`src/rtl/time_keeper_bcd_pkg.sv`:
```
// Shared definitions for the BCD time keeper: mode encodings, digit width,
// field limits and helpers that split a decimal constant into BCD digits.
package clock_pkg;

  localparam int DIGIT_W = 4;

  typedef enum logic [1:0] {
    MODE_RUN     = 2'b00,
    MODE_SET_HR  = 2'b01,
    MODE_SET_MIN = 2'b10
  } mode_t;

  localparam int SEC_MAX  = 59;
  localparam int MIN_MAX  = 59;
  localparam int HR24_MAX = 23;
  localparam int HR12_MAX = 12;
  localparam int HR12_MIN = 1;

  // Tens digit of a two-digit decimal constant.
  function automatic logic [DIGIT_W-1:0] tens_of(input int value);
    return DIGIT_W'(value / 10);
  endfunction

  // Ones digit of a two-digit decimal constant.
  function automatic logic [DIGIT_W-1:0] ones_of(input int value);
    return DIGIT_W'(value % 10);
  endfunction

endpackage

```
`src/rtl/bcd_pair_counter.sv`:
```
// Two-digit BCD counter. Counts MIN_VAL..MAX_VAL and wraps back to MIN_VAL.
// o_carry_out is high in the cycle an increment wraps the counter; the
// caller decides whether that carry is used.
module bcd_pair_counter
  import clock_pkg::*;
#(
  parameter int MAX_VAL = 59,
  parameter int MIN_VAL = 0,
  parameter int RST_VAL = 0
) (
  input  logic               clk,
  input  logic               reset,
  input  logic               i_inc,
  input  logic               i_clr,
  output logic [DIGIT_W-1:0] o_ones,
  output logic [DIGIT_W-1:0] o_tens,
  output logic               o_carry_out
);

  localparam logic [DIGIT_W-1:0] MAX_T = tens_of(MAX_VAL);
  localparam logic [DIGIT_W-1:0] MAX_O = ones_of(MAX_VAL);
  localparam logic [DIGIT_W-1:0] MIN_T = tens_of(MIN_VAL);
  localparam logic [DIGIT_W-1:0] MIN_O = ones_of(MIN_VAL);
  localparam logic [DIGIT_W-1:0] RST_T = tens_of(RST_VAL);
  localparam logic [DIGIT_W-1:0] RST_O = ones_of(RST_VAL);

  logic [DIGIT_W-1:0] r_ones;
  logic [DIGIT_W-1:0] r_tens;
  logic               w_at_max;

  assign w_at_max    = (r_tens == MAX_T) && (r_ones == MAX_O);
  assign o_carry_out = i_inc && w_at_max;
  assign o_ones      = r_ones;
  assign o_tens      = r_tens;

  // Clear beats increment; increment wraps at MAX or steps the BCD pair.
  always_ff @(posedge clk or posedge reset) begin
    if (reset) begin
      r_ones <= RST_O;
      r_tens <= RST_T;
    end else if (i_clr) begin
      r_ones <= MIN_O;
      r_tens <= MIN_T;
    end else if (i_inc) begin
      if (w_at_max) begin
        r_ones <= MIN_O;
        r_tens <= MIN_T;
      end else if (r_ones == 4'd9) begin
        r_ones <= 4'd0;
        r_tens <= r_tens + 4'd1;
      end else begin
        r_ones <= r_ones + 4'd1;
      end
    end
  end

endmodule

```
`src/rtl/time_keeper_bcd.sv`:
```
// Hours:minutes:seconds keeper in BCD driven by a slow square wave.
// The square wave is synchronised, each rising edge becomes a one-cycle tick,
// and a small mode FSM lets two buttons set hours and minutes.
module time_keeper_bcd
  import clock_pkg::*;
#(
  parameter int HOURS_24    = 1,
  parameter int SYNC_STAGES = 2
) (
  input  logic               clk,
  input  logic               reset,
  input  logic               tick_in,
  input  logic               btn_mode,
  input  logic               btn_up,
  output logic [DIGIT_W-1:0] sec_ones,
  output logic [DIGIT_W-1:0] sec_tens,
  output logic [DIGIT_W-1:0] min_ones,
  output logic [DIGIT_W-1:0] min_tens,
  output logic [DIGIT_W-1:0] hr_ones,
  output logic [DIGIT_W-1:0] hr_tens,
  output logic [1:0]         mode,
  output logic               sec_pulse
);

  localparam int HR_MAX = (HOURS_24 != 0) ? HR24_MAX : HR12_MAX;
  localparam int HR_MIN = (HOURS_24 != 0) ? 0 : HR12_MIN;
  localparam int HR_RST = (HOURS_24 != 0) ? 0 : HR12_MAX;

  logic [SYNC_STAGES-1:0] r_sync;
  logic [SYNC_STAGES-1:0] r_vld;
  logic                   r_edge;
  logic                   r_armed;
  logic                   w_sync_out;
  logic                   w_tick;

  mode_t r_mode;
  mode_t r_mode_next;
  logic  r_sec_pulse;
  logic  w_sec_inc;
  logic  w_sec_clr;
  logic  w_min_btn;
  logic  w_hr_btn;
  logic  w_sec_carry;
  logic  w_min_carry;

  // Synchroniser chain for tick_in; r_vld tracks which stages hold real
  // samples rather than reset zeros.
  genvar gi;
  generate
    for (gi = 0; gi < SYNC_STAGES; gi++) begin : g_sync
      // One synchroniser stage plus its matching valid bit.
      always_ff @(posedge clk or posedge reset) begin
        if (reset) begin
          r_sync[gi] <= 1'b0;
          r_vld[gi]  <= 1'b0;
        end else begin
          r_sync[gi] <= (gi == 0) ? tick_in : r_sync[(gi == 0) ? 0 : gi - 1];
          r_vld[gi]  <= (gi == 0) ? 1'b1    : r_vld[(gi == 0) ? 0 : gi - 1];
        end
      end
    end
  endgenerate

  assign w_sync_out = r_sync[SYNC_STAGES-1];

  // Edge register, and an arm flag that needs a genuine low sample first so a
  // level that was already high across reset never counts as a rising edge.
  always_ff @(posedge clk or posedge reset) begin
    if (reset) begin
      r_edge  <= 1'b0;
      r_armed <= 1'b0;
    end else begin
      r_edge  <= w_sync_out;
      r_armed <= r_armed | (r_vld[SYNC_STAGES-1] & ~w_sync_out);
    end
  end

  assign w_tick = w_sync_out & ~r_edge & r_armed;

  // Mode state register and the registered seconds pulse.
  always_ff @(posedge clk or posedge reset) begin
    if (reset) begin
      r_mode      <= MODE_RUN;
      r_sec_pulse <= 1'b0;
    end else begin
      r_mode      <= r_mode_next;
      r_sec_pulse <= w_sec_inc;
    end
  end

  // Next mode and per-field increment/clear requests; btn_mode wins over btn_up.
  always_comb begin
    r_mode_next = r_mode;
    w_sec_inc   = 1'b0;
    w_sec_clr   = 1'b0;
    w_min_btn   = 1'b0;
    w_hr_btn    = 1'b0;
    case (r_mode)
      MODE_RUN: begin
        w_sec_inc = w_tick;
        if (btn_mode) r_mode_next = MODE_SET_HR;
      end
      MODE_SET_HR: begin
        if (btn_mode)    r_mode_next = MODE_SET_MIN;
        else if (btn_up) w_hr_btn    = 1'b1;
      end
      MODE_SET_MIN: begin
        if (btn_mode) begin
          r_mode_next = MODE_RUN;
          w_sec_clr   = 1'b1;
        end else if (btn_up) begin
          w_min_btn = 1'b1;
        end
      end
      default: r_mode_next = MODE_RUN;
    endcase
  end

  bcd_pair_counter #(.MAX_VAL(SEC_MAX), .MIN_VAL(0), .RST_VAL(0)) u_sec (
    .clk         (clk),
    .reset       (reset),
    .i_inc       (w_sec_inc),
    .i_clr       (w_sec_clr),
    .o_ones      (sec_ones),
    .o_tens      (sec_tens),
    .o_carry_out (w_sec_carry)
  );

  bcd_pair_counter #(.MAX_VAL(MIN_MAX), .MIN_VAL(0), .RST_VAL(0)) u_min (
    .clk         (clk),
    .reset       (reset),
    .i_inc       (w_sec_carry | w_min_btn),
    .i_clr       (1'b0),
    .o_ones      (min_ones),
    .o_tens      (min_tens),
    .o_carry_out (w_min_carry)
  );

  bcd_pair_counter #(.MAX_VAL(HR_MAX), .MIN_VAL(HR_MIN), .RST_VAL(HR_RST)) u_hr (
    .clk         (clk),
    .reset       (reset),
    .i_inc       (w_min_carry | w_hr_btn),
    .i_clr       (1'b0),
    .o_ones      (hr_ones),
    .o_tens      (hr_tens),
    .o_carry_out ()
  );

  assign mode      = r_mode;
  assign sec_pulse = r_sec_pulse;

endmodule

```
`config.mk`:
```
export PLATFORM = sky130hd
export DESIGN_NAME = time_keeper_bcd
export DESIGN_NICKNAME = d
export VERILOG_FILES = /design/src/rtl/time_keeper_bcd_pkg.sv /design/src/rtl/bcd_pair_counter.sv /design/src/rtl/time_keeper_bcd.sv
export SDC_FILE = /design/constraint.sdc
export NUM_CORES = 1
export LEC_CHECK = 0
export ABC_CLOCK_PERIOD_IN_PS = 3800
export CAP_MARGIN = 20
export CORE_UTILIZATION = 48
export DETAILED_ROUTE_END_ITERATION = 10
export PLACE_DENSITY_LB_ADDON = 0.3
export SLEW_MARGIN = 20
export SYNTH_ARGS = -nofsm -noshare
export SYNTH_HDL_FRONTEND = slang
export SYNTH_SLANG_ARGS = --single-unit
```
`constraint.sdc`:
```
create_clock -name clk -period 3.8 [get_ports clk]
set_clock_uncertainty 0.05 [all_clocks]
set_input_delay 0.57 -clock clk [delete_from_list [all_inputs] [get_ports clk]]
set_output_delay 0.57 -clock clk [all_outputs]
set_load 0.01 [all_outputs]
```
## Word level (Yosys, flattened, before mapping)

Cells that the tools add are included.

| cells by class | value |
|---|---|
| reductions and logical operators | 14 |
| equal/unequal tests | 12 |
| add/subtract/negate cells | 6 |
| bitwise logic cells | 8 |
| mux-type cells | 27 |

Operator list:

| kind | count |
|---|---|
| 4-bit two-way mux | 16 |
| 4-bit by 1-bit adder with 4-bit output (second input constant) | 6 |
| 4-bit equality test (second input constant) | 3 |
| 4-bit by 2-bit equality test with 1-bit output (second input constant) | 2 |
| 4-bit by 3-bit equality test with 1-bit output (second input constant) | 2 |
| 1-bit two-way mux | 7 |
| 2-bit two-way mux | 3 |
| 2-bit != test (second input constant) | 3 |
| 2-bit case mux with 3 select lines | 1 |
| 2-bit AND reduction | 3 |
| 2-bit nonzero test | 3 |
| 1-bit logical AND | 5 |
| 1-bit AND | 3 |
| 1-bit OR | 3 |
| 3-bit AND reduction | 1 |
| 3-bit nonzero test | 1 |
| 2-bit by 1-bit equality test with 1-bit output (second input constant) | 1 |
| 2-bit equality test (second input constant) | 1 |
| 2-bit zero test | 1 |
| 1-bit inverter | 2 |

| word-level totals | value |
|---|---|
| flip-flop bits (word level) | 33 |
| bits of input ports | 5 |
| output and inout bits | 27 |

## Logic depth before layout (Yosys ltp)

Gate-level depths: netlist (run 1).

| logic depth | value |
|---|---|
| word-level depth | 9 |
| mapped depth | 8 |

## Hierarchy

A second synthesis (run 1) with hierarchy kept.

| unflattened totals | value |
|---|---|
| cell total of the unflattened synthesis | 188 |
| area total of the unflattened synthesis | 1821.7 sq um |

Modules (own cells, without submodules):

| module | area an instance (sq um) | times used | cells each | seq. area each (sq um) |
|---|---|---|---|---|
| bcd_pair_counter (u_min ...) | 495.5 | 2 | 54 | 200.2 |
| bcd_pair_counter (u_hr) | 501.7 | 1 | 53 | 200.2 |
| time_keeper_bcd | 329.1 | 1 | 27 | 225.2 |

## Least setup slack after synthesis (run 1)

Ideal clock, no wire load.

| timing | value |
|---|---|
| path type | register to register |
| from | reg u_hr.r_tens[0] (netlist: u_hr.o_tens[0]) |
| to | reg u_hr.r_tens[2] (netlist: u_hr.o_tens[2]) |
| clock period less this slack | 1979 ps |
| path slack | 1821 ps |
| setup time | 126 ps |
| cell stages (with the launch flop) | 7 |
| required time | 3624 ps |
| data arrival time | 1803 ps |
| cells stage by stage | dfrtp_1 -> inv_1 -> ha_1 -> or3b_2 -> nor4_2 -> nor2_1 -> o32a_1 |

| between the ends | value |
|---|---|
| word-level cells in the longest chain between the ends | 4 |
| elaborated cells on any way between the ends | 7 |
| classes of those cells | add/sub: 1; eq/ne: 1; mux: 2; reduce/logical: 3 |

RTL lines:

| item | RTL line | source |
|---|---|---|
| from (decl) | bcd_pair_counter.sv:28 | `logic [DIGIT_W-1:0] r_tens;` |
| from (signal assigned) | bcd_pair_counter.sv:50 | `r_tens <= r_tens + 4'd1;` |
| branches (longest 4 deep; another with 4-bit by 1-bit adder with 4-bit output) | - |  |

Parallel ways; which one is timed is not known. The select of a mux whose other input is x is not followed.
A chain may end at the register's enable or synchronous reset.

## Worst setup path in the final report (run 1)

| timing | value |
|---|---|
| from | in btn_mode |
| to | reg u_hr.r_ones[1] (netlist: u_hr.o_ones[1]) |

| between the ends | value |
|---|---|
| word-level cells in the longest chain between the ends | 5 |
| elaborated cells on any way between the ends | 6 |
| classes of those cells | mux: 3; bitwise: 2; reduce/logical: 1 |

RTL lines:

| item | RTL line | source |
|---|---|---|
| from (decl) | time_keeper_bcd.sv:13 | `input logic btn_mode,` |
| 1-bit two-way mux * | time_keeper_bcd.sv:104 | `if (btn_mode) r_mode_next = MODE_SET_MIN;` |
| 1-bit two-way mux | time_keeper_bcd.sv:98 | `case (r_mode)` |
| 1-bit OR | time_keeper_bcd.sv:132 | `.i_inc (w_sec_carry \| w_min_btn),` |
| 1-bit logical AND | bcd_pair_counter.sv:32 | `assign o_carry_out = i_inc && w_at_max;` |
| 1-bit OR * | time_keeper_bcd.sv:142 | `.i_inc (w_min_carry \| w_hr_btn),` |
| to (signal assigned) | bcd_pair_counter.sv:52 | `r_ones <= r_ones + 4'd1;` |
| to (decl) | bcd_pair_counter.sv:27 | `logic [DIGIT_W-1:0] r_ones;` |

Every way passes the cells marked *; elsewhere a longest branch is shown, timed or not.

==> results of run 1 <==
[report_power, final]
group	internal (mW)	switching (mW)	leakage [nW]	total, mW
Clock	0.204	0.125	0.0552	0.328
Combinational	0.267	0.213	0.489	0.480
Sequential	0.434	0.134	0.425	0.568
Total	0.904	0.472	0.970	1.38
[synth_stat cells (all sizes together) (3+ instances only)]
cell type / count / area share, %
xnor2: 3 / 1.5
nor3: 5 / 1.8
nand2: 14 / 3.1
nand3b: 4 / 2.5
nand2b: 4 / 1.5
nor2: 13 / 2.8
dfrtp: 33 / 48
inv: 10 / 2.2
a21o: 3 / 1.3
and3b: 3 / 1.5
a21oi: 6 / 1.8
nand3: 4 / 1.2
nor2b: 3 / 1.1
o21ai: 16 / 4.9
o31ai: 4 / 1.8
ha: 10 / 7.3
[stage by stage]
step           instance area (sq um)  hold slack (ps)
3_3_place_gp                    2090              283
5_1_grt                         2190              324
3_5_place_dp                    2090              296
4_1_cts                         2190              320
6_report                        2190              316
2_1_floorplan                   1720              281
[flip-flops by register name (all words and copies together), names as in the netlist, 2 cells and up]
name and cells:
mode 2, r_vld 2, u_hr.o_ones 4, u_hr.o_tens 4, u_min.o_ones 4, u_min.o_tens 4, u_sec.o_ones 4, u_sec.o_tens 4
[worst register-to-register path, cell delays in order (launching register included)]
cell and delay [ps]:
dfrtp_1 430, inv_1 70, ha_1 200, and3b_1 230, a31o_2 220, a21oi_1 350, nand2b_1 200, mux2_2 330
[routing by layer]
layer	up-vias	track usage [%]
met5	-	0
met4	0	6.67
li1	662	-
met3	6	5.59
met1	662	24.7
met2	30	35.8
[logic make-up (layout without fill, tap and decap cells)]
group,Yosys count,in the layout,share of synthesized area (%)
AO/OA/AOI/OAI,37,37,13.4
other,1,1,0.219
multiplexers,3,3,1.82
AND/OR/NAND/NOR,65,65,24.3
adder cells (fa/ha/maj),10,10,7.29
XOR/XNOR,4,4,2.04
buffers and inverters,12,51,2.77
flip-flops,33,33,48.1
[worst paths after layout]
kind	startpoint	end	slack, ps	depth (start not counted)
min in group asynchronous	reset	u_sec.o_tens[1]$_DFFE_PP0P_	630	2
setup reg to reg	u_min.o_ones[1]$_DFFE_PP0P_	u_hr.o_ones[1]$_DFFE_PP0P_	1610	7
hold / removal	r_sync[0]$_DFF_PP0_	w_sync_out$_DFF_PP0_	320	0
max in group asynchronous	reset	r_edge$_DFF_PP0_	2380	3
hold reg to reg	r_sync[0]$_DFF_PP0_	w_sync_out$_DFF_PP0_	320	0
setup / recovery	btn_mode	u_hr.o_ones[1]$_DFFE_PP0P_	1380	6
[final cells by class]
class,instances,area (sq um)
Tap cell,46,57.6
Clock inverter,3,65.1
Fill cell,263,1200
Sequential cell,33,826
Timing Repair Buffer,33,325
Clock buffer,5,37.5
Inverter,10,37.5
Multi-Input combinational cell,120,842
==> flow_summary.ini, run 1 <==
[outcome]
status = finished, final reports clean

[timing]
fmax_mhz = 413
finalCritPeriodShare_pct = 63.7
finalSetupViolations = 0
rsz0062_at_grt = no
fin_setup_tns_ps = 0
worstMarginPinSlew_ps = 790
hold_viol_final = 0
min_period_ps = 2420
finalWorstSetupSlack_ps = 1380
slew_headroom_pct = 47.3
slew_violations = 0

[layout]
layout_commonest_cell = dfrtp_1
layout-drive-gt1-share_pct = 11.3
fin_cells = 250
layout.nets = 218
final_cell_mix = 33 x dfrtp_1, 31 x clkdlybuf4s50_1, 15 x o21ai_0
areaGrowthSynthToFinish_pct = 27.7
utilization_pct = 64.6
antenna_cells = 0

[synth]
ys_async_sr_fraction_pct = 100
synth_cell_type_count = 44
synth_edf_count = 0
ys_ff_latch = 33
syn_area_per_cell_sq_um = 10.4
postSynthCellCount = 165
syn-cell-area_sq_um = 1720
syn_nets = 180
yosysSeqAreaShare_pct = 48.1
ys_warn_count = 0
synth_ff_type = dfrtp_1

[drt]
wl_met1_um = 1510
firstDrtPassIters = 4
wire_per_inst_um = 13.6
wl_met2_um = 1740
vias = 1360
drt_wl_total_um = 3410
ant_nets = 0
routed.top_layer = met4
drt_iter0_markers = 76
drc = 0
via_per_inst = 5.44
wl_met3_um = 112

[clocking]
cts_sinks = 33
numCtsBuffers = 5
clkTransAtPathRegs_ps = 100
cts_tree = yes
cts_resized = 0
root_buffer = clkbuf_4
clk_latency_ps = 340
cts_hold_buffers = 0
cts_max_path_buffers = 2
post-cts-setup-buffers = 0
cts.htree.levels = 2

[setup_path]
crit_buf_inv = 1
cpLargestDelayFamily = buffers and inverters
cp-start-kind = input pin
critPathMaxFanout = 7
crit_required_ps = 3980
critPathArrivalTime_ps = 2590
critPathKind = in2reg
cp_slowest_cell = clkdlybuf4s50_1
cp_slowest_stage_delay_ps = 600
crit_chain = clkdlybuf4s50_1 -> and4bb_2 -> a31o_2 -> a21oi_1 -> nand2b_1 -> mux2_2
cp-end-kind = flip-flop

[place]
dpl.hpwl_um = 2490
dp.cells = 242
gp_congestion = 0.776
post-place-ws_ps = 1010
port_buffers = 31

[job]
drv_cap = 0

[min_path]
hold_class = reg2reg

[floorplanning]
fp.dieH_um = 61.8
coreArea_sq_um = 3390
die_w_um = 61.8
rows = 21
pin_count = 32
die_area_sq_um = 3820
initial_utilization_pct = 50.6

[global_routing]
antenna_found_initial = 0
grt_max_degree = 22
grt_util_all_layers_pct = 20.6
overflow = 0
grt_pass1_wl_um = 5660
grt_pass1_vias = 1317

[pwr]
p_leak_nw = 0.970
finalPower_mw = 1.38
pwr_density_cell_nw_per_um2 = 628
vdd_ir_drop_max_mv = 0.324
(Power assumes the default switching activity.)
==> run 2: changes to the inputs <==
ABC_CLOCK_PERIOD_IN_PS = 2250   (was 3800)
clock period = 2.25 ns   (was 3.8 ns; I/O delays follow)
==> run 2 against run 1 <==
Net effect: first-iteration DRC count shrank 49%; wire length shrank 3.7%; clock power grew 2%; power grew 53%; flip-flop and latch count is the same; sequential power grew 69%; utilization shrank 0.48 points; count of clock-buffer cells in the layout grew 2; critical path depth grew 2.
==> flow_summary.ini, run 2 (synthesized netlist as in run 1, its figures left out) <==
[outcome]
status = finished, final reports clean

[global_routing]
antenna_found_initial = 0
overflow = 0
grt_util_all_layers_pct = 20.2
grt_max_degree = 34
grt_pass1_wl_um = 5470
grt_pass1_vias = 1292

[layout]
fill_cells = 262
layout.nets = 221
layout_commonest_cell = dfrtp_1
areaGrowthSynthToFinish_pct = 26.8
final_cell_mix = 33 x dfrtp_1, 31 x clkdlybuf4s50_1, 14 x nand2_1, 14 x o21ai_0, 13 x nor2_1
antenna_cells = 0
fin_cells = 252
layout-drive-gt1-share_pct = 11.7

[min_path]
hold_depth = 0
holdCritStartpoint = r_vld[0]$_DFF_PP0_
worstHoldEndpoint = r_vld[1]$_DFF_PP0_
hold_class = reg2reg

[clocking]
cts_resized = 0
clk_latency_ps = 330
clkTransAtPathRegs_ps = 90
numCtsBuffers = 5
cts_tree = yes
cts_hold_buffers = 0
cts_sinks = 33
post-cts-setup-buffers = 0
root_buffer = clkbuf_4
cts.htree.levels = 2
cts_max_path_buffers = 2

[pwr]
pwr_density_cell_nw_per_um2 = 971
vdd_ir_drop_max_mv = 0.600
p_leak_nw = 0.963

[floorplanning]
rows = 21
coreArea_sq_um = 3390
die_w_um = 61.8
initial_utilization_pct = 50.6
pin_count = 32
fp.dieH_um = 61.8
die_area_sq_um = 3820

[setup_path]
cp-end-kind = flip-flop
worstRegToRegCells = 8
critPathMaxFanout = 11
critPathKind = reg2reg
r2r_end = u_hr.o_ones[2]$_DFFE_PP0P_
critPathArrivalTime_ps = 2310
crit_required_ps = 2470
ff2ff_setup_slack_ps = 150
r2r_start = u_sec.o_ones[1]$_DFFE_PP0P_
cp-start-kind = flip-flop

[drt]
ant_nets = 0
drc = 0
via_per_inst = 5.36
wire_per_inst_um = 13.0
firstDrtPassIters = 4
drt_iter0_markers = 39
drt_wl_total_um = 3280
vias = 1351

[job]
drv_cap = 0

[timing]
finalWorstSetupSlack_ps = 155
hold_slack_ps = 305
finalSetupViolations = 0
finalCritPeriodShare_pct = 93.1
rsz0062_at_grt = no
fin_setup_tns_ps = 0
min_period_ps = 2100
slew_violations = 0
fmax_mhz = 477
hold_viol_final = 0

[place]
post-place-ws_ps = 100
gp_congestion = 0.757
dpl.hpwl_um = 2440
dp.cells = 245
port_buffers = 31
==> run 2: changes by cell type in the layout (fill, tap and decap cells not counted), sizes merged <==
cell	previous run	this run
clkinv	1	0
bufinv	2	0
buf	2	5
clkbuf	5	7
==> run 2: critical path, stage by stage (launching register included) <==
cell      delay [ps]
dfrtp_1          430
inv_1             70
ha_1             200
nand3b_4         120
nor4_4           290
a21oi_1          130
buf_4            190
or4_1            500
nand2_1           70
==> run 2: worst max-delay path by stage <==
| stage | from | end | slack [ps] | cells after the start |
|---|---|---|---|---|
| 2_1_floorplan | u_hr.o_tens[0]$_DFFE_PP0P_ | u_hr.o_tens[2]$_DFFE_PP0P_ | 270 | 6 |
| 3_3_place_gp | btn_mode | u_hr.o_ones[2]$_DFFE_PP0P_ | 120 | 7 |
| 3_5_place_dp | btn_mode | u_hr.o_ones[2]$_DFFE_PP0P_ | 100 | 7 |
| 4_1_cts | u_hr.o_tens[0]$_DFFE_PP0P_ | u_hr.o_tens[2]$_DFFE_PP0P_ | 110 | 6 |
| 5_1_grt | u_hr.o_tens[0]$_DFFE_PP0P_ | u_hr.o_tens[3]$_DFFE_PP0P_ | 20 | 7 |
| 6_report | u_sec.o_ones[1]$_DFFE_PP0P_ | u_hr.o_ones[2]$_DFFE_PP0P_ | 150 | 8 |
==> run 2: report_power, final <==
part | leakage, nW | total [mW] | internal [mW] | switching, mW
sequential | 0.425 | 0.960 | 0.733 | 0.227
clock | 0.0314 | 0.334 | 0.147 | 0.187
combinational | 0.506 | 0.817 | 0.454 | 0.364
total | 0.963 | 2.11 | 1.33 | 0.777
==> run 2: final cells by class <==
cell class / instances / area (sq um) / share of cell area, %
multi-input cells: 120 / 851 / 39.1
well taps: 46 / 57.6 / 2.65
flip-flops and latches: 33 / 826 / 38.0
clock buffers: 7 / 55.1 / 2.53
inverters: 10 / 37.5 / 1.73
repair buffers: 36 / 348 / 16.0
==> run 2: routing by layer <==
metal  GRT usage [%]  routed length, um  up-vias
met5               0                  0        -
met4            8.57                 44        0
met3            6.83                 95        5
met2            35.3               1670       25
met1            22.5               1470      656
li1                -                  -      665
==> run 2: through the flow <==
| step | util [%] | total power, mW | cell area, sq um |
|---|---|---|---|
| 6_report | 64.2 | 2.11 | 2170 |
| 5_1_grt | 64.2 | 2.28 | 2170 |
| 4_1_cts | 63.9 | 2.12 | 2170 |
| 3_5_place_dp | 62.3 | 1.78 | 2110 |
| 3_3_place_gp | 62.3 | 1.73 | 2110 |
| 2_1_floorplan | - | 1.37 | 1720 |
==> run 3: changes to the inputs <==
--- a/config.mk
+++ b/config.mk
@@ -7,5 +7,6 @@
 export LEC_CHECK = 0
+export ABC_AREA = 1
 export ABC_CLOCK_PERIOD_IN_PS = 2250
 export CAP_MARGIN = 20
-export CORE_UTILIZATION = 48
+export CORE_UTILIZATION = 52
 export DETAILED_ROUTE_END_ITERATION = 10
--- a/constraint.sdc
+++ b/constraint.sdc
@@ -4,2 +4,2 @@
 set_output_delay 0.3375 -clock clk [all_outputs]
-set_load 0.01 [all_outputs]
+set_load 0.05 [all_outputs]
==> run 3 against run 2 <==
Net effect: global-route usage fell by 0.43 points; fmax grew 2.5%; worst hold slack better by 8.1 ps; design area is 0.12% lower; final cell count increased by 13%; combinational power rose by 66%; first-iteration DRC count is 7.7% lower; clock power fell by 4%; power grew 23%; non-clock buffer count is 4 lower; area after synthesis increased by 2.6%.
==> flow_summary.ini, run 3 <==
[pwr]
p_clk_share_pct = 12.3
vdd_ir_drop_max_mv = 0.764
pwr_density_cell_nw_per_um2 = 1190
p_leak_nw = 1.05
switchingPower_mw = 1.29
power_frac_seq_pct = 35.2
p_int_mw = 1.30
swShare_pct = 49.9
combPwrFrac_pct = 52.5

[synth]
syn-cell-area_sq_um = 1760
synth_cell_type_count = 27
yosysSeqAreaShare_pct = 46.9
ys_top_cells_by_area = dfrtp_1 47%, nand2_1 8.5%, ha_1 7.1%
synth.most_common_cell = nand2_1
ys_async_sr_fraction_pct = 100
syn_nets = 217
synth_edf_count = 0
yosys.area.top_type = dfrtp_1
ys_ff_latch = 33
synth.top_cell.area_share_pct = 46.9
ys_top_cells_by_count = 40 x nand2_1, 33 x dfrtp_1, 25 x inv_1
syn_area_per_cell_sq_um = 8.71
synth_ff_type = dfrtp_1
postSynthCellCount = 202
ys_warn_count = 0

[layout]
layout_commonest_cell = nand2_1
fin_cells = 285
antenna_cells = 0
final_cell_mix = 40 x nand2_1, 33 x dfrtp_1, 31 x clkdlybuf4s50_1
layout-drive-gt1-share_pct = 11.2
utilization_pct = 69.4
layout.nets = 255
areaGrowthSynthToFinish_pct = 23.5

[drt]
drt_wl_total_um = 3100
drt_iter0_markers = 36
drc = 0
firstDrtPassIters = 4
ant_nets = 0
via_per_inst = 4.92
wire_per_inst_um = 10.9
vias = 1403

[timing]
rsz0062_at_grt = no
worstMarginPinSlew_ps = 499
fin_setup_tns_ps = 0
finalCritPeriodShare_pct = 90.9
min_period_ps = 2050
slew_headroom_pct = 66.6
hold_viol_final = 0
slew_violations = 0
fmax_mhz = 489
finalWorstSetupSlack_ps = 205
hold_slack_ps = 313
finalSetupViolations = 0

[setup_path]
critPathKind = reg2out
cp-start-kind = flip-flop
crit_required_ps = 1860
cp_slowest_stage_delay_ps = 850
critPathMaxFanout = 8
crit_buf_inv = 1
crit_chain = clkdlybuf4s50_1
cpLargestDelayFamily = buffers and inverters
cp-end-kind = output port
cp_slowest_cell = clkdlybuf4s50_1
critPathArrivalTime_ps = 1660

[global_routing]
grt-busiest-layer = met2
groute.layer.met2.usage_pct = 34.4
grt_pass1_wl_um = 5350
grt_util_all_layers_pct = 19.8
grt_pass1_vias = 1350
overflow = 0
antenna_found_initial = 0
met1_usage_pct = 23.1
grt_max_degree = 34
grt_use_met3_pct = 5.63

[clocking]
clk_latency_ps = 330
cts_hold_buffers = 0
cts_resized = 0
cts_tree = yes
root_buffer = clkbuf_4
numCtsBuffers = 5
cts_sinks = 33
cts.htree.levels = 2
cts_max_path_buffers = 2
clkTransAtPathRegs_ps = 100
post-cts-setup-buffers = 0

[floorplanning]
coreArea_sq_um = 3130
die_area_sq_um = 3620
pin_count = 32
rows = 20
initial_utilization_pct = 56.2
die_w_um = 60.2
fp.dieH_um = 60.2

[job]
drv_cap = 0

[outcome]
status = finished, final reports clean

[place]
gp_congestion = 0.808
dpl.hpwl_um = 2360
dp.cells = 277
post-place-ws_ps = 456
port_buffers = 31

[min_path]
hold_class = reg2reg
-- run 3: changes by cell type in the layout (fill, tap and decap cells not counted), moves of 4 or more --
cell	change
nand3_1	+16
nand2_2	+6
buf_4	-4
o21ai_0	+4
nand2_1	+26
inv_1	+16
o31ai_1	-4
nand2b_1	-4
xor2_1	+4
-- run 3: final timing paths --
check | from | slack, ps | end | cells after the start
worst max-delay path | u_hr.o_ones[0]$_DFFE_PP0P_ | 200 | hr_ones[0] | 1
worst min-delay path | r_vld[0]$_DFF_PP0_ | 310 | r_vld[1]$_DFF_PP0_ | 0
worst max register to register | u_sec.o_ones[1]$_DFFE_PP0P_ | 500 | u_hr.o_tens[1]$_DFFE_PP0P_ | 11
worst min register to register | r_vld[0]$_DFF_PP0_ | 310 | r_vld[1]$_DFF_PP0_ | 0
max in group asynchronous | reset | 1520 | u_hr.o_ones[2]$_DFFE_PP0P_ | 3
min in group asynchronous | reset | 330 | u_sec.o_tens[3]$_DFFE_PP0P_ | 3
-- run 3: cell families (layout without fill, tap and decap cells) --
logic type / after synthesis / count (layout) / share of synthesized area [%]
AOI/OAI and AO/OA: 24 / 24 / 7.26
xor gates and xnor gates: 7 / 7 / 3.49
adders and majority gates: 10 / 10 / 7.11
buffers and inverters: 28 / 67 / 6.68
DFF: 33 / 33 / 46.9
other: 1 / 1 / 0.213
and+or+nand+nor: 99 / 99 / 28.3
-- run 3: power groups by stage --
stage / logic (mW) / registers, mW / clock network [mW]
floorplan: 0.461 / 1.41 / 0
global placement: 1.34 / 0.926 / 0
detailed placement: 1.37 / 0.923 / 0
CTS: 1.37 / 0.914 / 0.330
global route: 1.48 / 0.941 / 0.354
finish: 1.36 / 0.913 / 0.320
-- run 3: final cells by class --
class / instances / area (sq um)
clock inverter: 3 / 17.5
tap: 44 / 55.1
multi-input combinational: 141 / 816
inverter: 27 / 103
timing repair buffer: 32 / 318
clock buffer: 5 / 37.5
sequential: 33 / 826
fill: 258 / 956
-- run 3: per-layer routing --
layer / up-vias / wire length, um
met3: 5 / 96
met2: 19 / 1570
met1: 655 / 1410
met4: 0 / 27
li1: 724 / -
met5: - / 0
-- run 3: per-stage QoR --
step | total power, mW | cell area [sq um]
4_1_cts | 2.62 | 2170
3_3_place_gp | 2.27 | 2120
3_5_place_dp | 2.29 | 2120
6_report | 2.59 | 2170
5_1_grt | 2.78 | 2170
2_1_floorplan | 1.87 | 1760
